<file path="src/rtl/saturn_alu_sequencer.sv">
// Nibble-serial sequencer that walks a pointer window over two latched 64-bit sources for the ALU.
// Optional build macro SATURN_ALU_SEQ_BUSY_ERR_EN adds o_start_err, flagging starts requested while busy.
module saturn_alu_sequencer #(
  parameter int NIBBLES = 16
) (
  input  logic        i_clk,
  input  logic        i_reset,
  input  logic        i_clk_en,
  input  logic        i_start,
  input  logic [4:0]  i_opcode,
  input  logic [3:0]  i_ptr_begin,
  input  logic [3:0]  i_ptr_end,
  input  logic [63:0] i_src_1,
  input  logic [63:0] i_src_2,
  input  logic        i_carry,
  output logic [4:0]  o_opcode,
  output logic [3:0]  o_ptr_begin,
  output logic [3:0]  o_ptr_end,
  output logic        o_run,
  output logic        o_done,
  output logic [3:0]  o_prep_src_1_val,
  output logic [3:0]  o_prep_src_2_val,
  output logic        o_prep_carry,
  output logic [3:0]  o_calc_pos,
  input  logic [3:0]  i_calc_res_1_val,
  input  logic [3:0]  i_calc_res_2_val,
  input  logic        i_calc_carry,
  output logic [63:0] o_res_1,
  output logic [63:0] o_res_2,
  output logic        o_carry,
  output logic        o_busy
`ifdef SATURN_ALU_SEQ_BUSY_ERR_EN
  ,
  output logic        o_start_err
`endif
);

  typedef enum logic [1:0] {
    ST_IDLE = 2'd0,
    ST_RUN  = 2'd1,
    ST_DONE = 2'd2
  } state_t;

  state_t      r_state;
  logic [4:0]  r_opcode;
  logic [3:0]  r_ptr_begin;
  logic [3:0]  r_ptr_end;
  logic [63:0] r_src_1;
  logic [63:0] r_src_2;
  logic [3:0]  r_pos;
  logic        r_carry;
  logic [63:0] r_res_1;
  logic [63:0] r_res_2;
  logic        r_run;
  logic        r_done;
  logic        r_busy;

  logic        w_in_run;
  logic [3:0]  w_src_1_nib [NIBBLES];
  logic [3:0]  w_src_2_nib [NIBBLES];
  logic [NIBBLES-1:0] w_wr_en;
  logic [63:0] w_res_1_next;
  logic [63:0] w_res_2_next;

  assign w_in_run = (r_state == ST_RUN);

  // Per-nibble views of the sources and the write-back merge of the ALU results.
  for (genvar gi = 0; gi < NIBBLES; gi++) begin : g_nib
    assign w_src_1_nib[gi] = r_src_1[4*gi +: 4];
    assign w_src_2_nib[gi] = r_src_2[4*gi +: 4];
    assign w_wr_en[gi]     = (r_pos == 4'(gi));
    assign w_res_1_next[4*gi +: 4] = w_wr_en[gi] ? i_calc_res_1_val : r_res_1[4*gi +: 4];
    assign w_res_2_next[4*gi +: 4] = w_wr_en[gi] ? i_calc_res_2_val : r_res_2[4*gi +: 4];
  end

  // ALU-facing signals are only meaningful while walking; keep them quiet otherwise.
  assign o_prep_src_1_val = w_in_run ? w_src_1_nib[r_pos] : 4'd0;
  assign o_prep_src_2_val = w_in_run ? w_src_2_nib[r_pos] : 4'd0;
  assign o_prep_carry     = w_in_run ? r_carry : 1'b0;
  assign o_calc_pos       = w_in_run ? r_pos : 4'd0;

  assign o_opcode    = r_opcode;
  assign o_ptr_begin = r_ptr_begin;
  assign o_ptr_end   = r_ptr_end;
  assign o_res_1     = r_res_1;
  assign o_res_2     = r_res_2;
  assign o_carry     = r_carry;
  assign o_run       = r_run;
  assign o_done      = r_done;
  assign o_busy      = r_busy;

`ifdef SATURN_ALU_SEQ_BUSY_ERR_EN
  logic r_start_err;
  assign o_start_err = r_start_err;

  always_ff @(posedge i_clk) begin
    if (i_reset) begin
      r_start_err <= 1'b0;
    end else if (i_clk_en) begin
      r_start_err <= i_start && r_busy;
    end
  end
`endif

  always_ff @(posedge i_clk) begin
    if (i_reset) begin
      r_state     <= ST_IDLE;
      r_opcode    <= 5'd0;
      r_ptr_begin <= 4'd0;
      r_ptr_end   <= 4'd0;
      r_src_1     <= 64'd0;
      r_src_2     <= 64'd0;
      r_pos       <= 4'd0;
      r_carry     <= 1'b0;
      r_res_1     <= 64'd0;
      r_res_2     <= 64'd0;
      r_run       <= 1'b0;
      r_done      <= 1'b0;
      r_busy      <= 1'b0;
    end else if (i_clk_en) begin
      case (r_state)
        ST_IDLE: begin
          if (i_start) begin
            r_opcode    <= i_opcode;
            r_ptr_begin <= i_ptr_begin;
            r_ptr_end   <= i_ptr_end;
            r_src_1     <= i_src_1;
            r_src_2     <= i_src_2;
            r_res_1     <= i_src_1;
            r_res_2     <= i_src_2;
            r_carry     <= i_carry;
            r_pos       <= i_ptr_begin;
            r_state     <= ST_RUN;
            r_run       <= 1'b1;
            r_busy      <= 1'b1;
          end
        end
        ST_RUN: begin
          r_res_1 <= w_res_1_next;
          r_res_2 <= w_res_2_next;
          r_carry <= i_calc_carry;
          if (r_pos == r_ptr_end) begin
            r_state <= ST_DONE;
            r_done  <= 1'b1;
          end else begin
            // 4-bit increment wraps F->0 naturally.
            r_pos <= r_pos + 4'd1;
          end
        end
        ST_DONE: begin
          r_state <= ST_IDLE;
          r_done  <= 1'b0;
          r_run   <= 1'b0;
          r_busy  <= 1'b0;
        end
        default: begin
          r_state <= ST_IDLE;
          r_done  <= 1'b0;
          r_run   <= 1'b0;
          r_busy  <= 1'b0;
        end
      endcase
    end
  end

endmodule

</file>
<file path="config.mk">
export PLATFORM = sky130hd
export DESIGN_NAME = saturn_alu_sequencer
export DESIGN_NICKNAME = d
export VERILOG_FILES = /design/src/rtl/saturn_alu_sequencer.sv
export SDC_FILE = /design/constraint.sdc
export NUM_CORES = 1
export LEC_CHECK = 0
export CAP_MARGIN = 0
export CORE_ASPECT_RATIO = 2
export CORE_MARGIN = 4
export CORE_UTILIZATION = 50
export CTS_BUF_LIST = sky130_fd_sc_hd__clkbuf_4 sky130_fd_sc_hd__clkbuf_8
export DETAILED_ROUTE_END_ITERATION = 12
export PLACE_DENSITY_LB_ADDON = 0.08
export SLEW_MARGIN = 10
export SYNTH_ARGS = -nofsm -noshare
export SYNTH_HDL_FRONTEND = slang
export SYNTH_SLANG_ARGS = --single-unit
</file>
<file path="constraint.sdc">
create_clock -name i_clk -period 3.3 [get_ports i_clk]
set_input_delay 0.495 -clock i_clk [delete_from_list [all_inputs] [get_ports i_clk]]
set_output_delay 0.495 -clock i_clk [all_outputs]
set_load 0.1 [all_outputs]
</file>
==> impl_metrics.ini <==
[setup_path]
required_ps = 2800
r2r_cells = 5
slowest_delay_ps = 590
cp_slowest_cell = dfxtp_4
worstPathCellList = buf_12 -> mux4_2 -> a221oi_1 -> nor2_1 -> buf_12
cp-start-kind = flop
crit_top_cell = buf_12
critPathCaptureType = output port
worstPathArrival_ps = 2560
crit_fanout = 21
path_class = flop to output port

[route]
drt_first_pass_iters = 5
top_layer = met4
wl_met1_mm = 14.5
routed_wirelength_mm = 41.5
drtIter0Drc = 871
wl_met3_mm = 2.57
vias = 11200
viasPerCell = 5.74
post_drt_wl_per_cell_um = 21.2
drc = 0
antenna_left = 0
dr_wl_met2_mm = 21.9

[grt]
grt_max_degree = 115
grt_pass1_vias = 11000
grt_pass1_wl_mm = 61.6
grt-ovfl-total = 0
grt_antenna_before_repair = 2
grtUsageTotal_pct = 30.6

[timing]
rsz0062_at_grt = false
finalClockSkew_ps = 30.6
maxSlewViolCount = 0
hold_viol = 0
layout_min_cycle_time_ps = 3050
finalSetupTns_ps = 0
setup_viol = 0
max_freq_mhz = 328
tightest_slew_ps = 1040
timing.final.crit_share_pct = 92.5
slew_headroom_pct = 30.6

[yosys]
synth-warning-count = 0
syn_nets = 1549
syn_area_um2 = 11800
synthFlopType = dfxtp_1
ys_ff_latch = 278
synth_area_per_cell_um2 = 8.51
synth_edf_count = 0
synth_cell_types = 41
ys_seq_area_share_pct = 47.0
async_flop_share_pct = 0
synthCells = 1390

[clock_tree]
numCtsBuffers = 40
h-tree-depth = 2
clock-sinks = 278
clk-insertion-delay-late_ps = 540
clock_path_buffers = 3
path_clk_slew_ps = 60
hold_buffers = 0
cts_tree = done
post_cts_buffers = 0
cts_root_buf = clkbuf_8

[flow_run]
cap_violations = 0

[run_status]
status = complete, no violations

[finish]
stdcell_count = 1952
areaGrowthSynthToFinish_pct = 33.8
drive_gt1_share_pct = 13.8
fillers = 2006
nets = 1800

[min_path]
hold_path.class = flop to flop
holdPathStages = 2

[floorplan]
die_w_um = 117
start_util_pct = 50.7
die_area_um2 = 26300
fp.dieH_um = 226
io_pins = 313
core_um2 = 23300
rows = 79

[place]
dp_hpwl_mm = 30.1
globalplace.congestion = 0.861
placed_cells = 1882
io_buffer_count = 312

[power_and_ir_drop]
p_per_area_nw_per_um2 = 590
p_leak_nw = 5.68
vdd_ir_drop_max_v = 0.000491
[power breakdown]
part | leakage [nW] | switching, mW | total [mW] | internal [mW]
Clock | 0.452 | 1.28 | 2.89 | 1.61
Combinational | 2.95 | 1.91 | 2.67 | 0.757
Sequential | 2.28 | 0.181 | 3.78 | 3.60
Total | 5.68 | 3.38 | 9.34 | 5.96
[cells by family (layout without fill, tap and decap cells)]
kind of cell | Yosys count | in the layout | synth area share (%)
adders and majority gates | 4 | 4 | 0.423
xor gates and xnor gates | 4 | 4 | 0.296
buffers and inverters | 133 | 410 | 5.61
other | 0 | 2 | 0
DFF | 278 | 278 | 47.0
and+or+nand+nor | 500 | 500 | 16.9
AOI/OAI and AO/OA | 439 | 439 | 23.7
muxes | 32 | 32 | 6.09
[final timing paths]
check,start,end,slack (ps)
worst max-delay path,r_pos[0]$_SDFFE_PP0P_,o_prep_src_1_val[2],250
worst min-delay path,o_ptr_begin[2]$_SDFFE_PP0P_,o_ptr_begin[2]$_SDFFE_PP0P_,450
worst max register to register,r_state[0]$_SDFFE_PP0P_,o_res_2[1]$_SDFFE_PP0P_,690
worst min register to register,o_ptr_begin[2]$_SDFFE_PP0P_,o_ptr_begin[2]$_SDFFE_PP0P_,450
[critical path: cells and delay by family (launching register included)]
family / cells / cell delay [ps]
AOI/OAI and AO/OA: 1 / 350
buffers and inverters: 2 / 450
DFF: 1 / 590
muxes: 1 / 510
and+or+nand+nor: 1 / 130
[synth_stat cells, drive strengths merged (3+ instances only)]
cell type | number | area [um2]
buf | 74 | 439
and2 | 13 | 81.3
mux4 | 32 | 721
inv | 3 | 11.3
dfxtp | 278 | 5570
nand2 | 314 | 1180
and2b | 4 | 31.3
a211oi | 132 | 1080
nor2 | 143 | 552
nand2b | 5 | 31.3
a21oi | 291 | 1580
a221oi | 8 | 70.1
nand3 | 13 | 65.1
clkbuf | 56 | 213
ha | 4 | 50.1
[registers in the layout (all words and copies together), names as in the netlist]
signal       count
o_busy           1
o_carry          1
o_done           1
o_opcode         5
o_ptr_begin      4
o_ptr_end        4
o_res_1         64
o_res_2         64
r_pos            4
r_src_1         64
r_src_2         64
r_state          2
[placed cells by master (no fill, tap or decap), drive strengths merged, types with 13 or more instances in the layout]
cell type        n
buf             87
a21oi          291
nor2           143
clkdlybuf4s50  252
and2            13
dfxtp          278
mux4            32
a211oi         132
nand3           13
nand2          314
clkbuf          64
[layer usage]
layer	global-route usage, %	vias up
li1	-	5344
met1	33.0	5259
met2	55.0	468
met3	5.16	126
met4	17.3	0
met5	0	-
[layout make-up]
| type | instances | area [um2] | area share [%] |
|---|---|---|---|
| repair buffers | 339 | 3420 | 21.6 |
| clock inverters | 4 | 45.0 | 0.285 |
| well taps | 283 | 354 | 2.24 |
| inverters | 3 | 11.3 | 0.0711 |
| clock buffers | 64 | 800 | 5.05 |
| diodes | 2 | 5.00 | 0.0316 |
| flip-flops and latches | 278 | 5570 | 35.2 |
| multi-input cells | 979 | 5620 | 35.5 |
[through the flow]
step | instance area (um2) | hold WS (ps) | worst slack (ps) | utilization, % | power [mW]
final | 15800 | 452 | 247 | 67.9 | 9.34
after global routing | 15800 | 469 | 1.39 | 67.9 | 9.66
after CTS | 15800 | 455 | 207 | 67.8 | 9.37
after detailed placement | 15000 | 446 | 564 | 64.2 | 6.52
after global placement | 15000 | 441 | 587 | 64.2 | 6.49
after floorplan | 11800 | 433 | 303 | - | 5.74
[repair_timing]
item | CTS | global route
gates resized for setup | 1 | 1
setup endpoints to repair | 1 | 1
gates cloned | 0 | 0
Note: power is estimated with default switching activity, not from simulation.
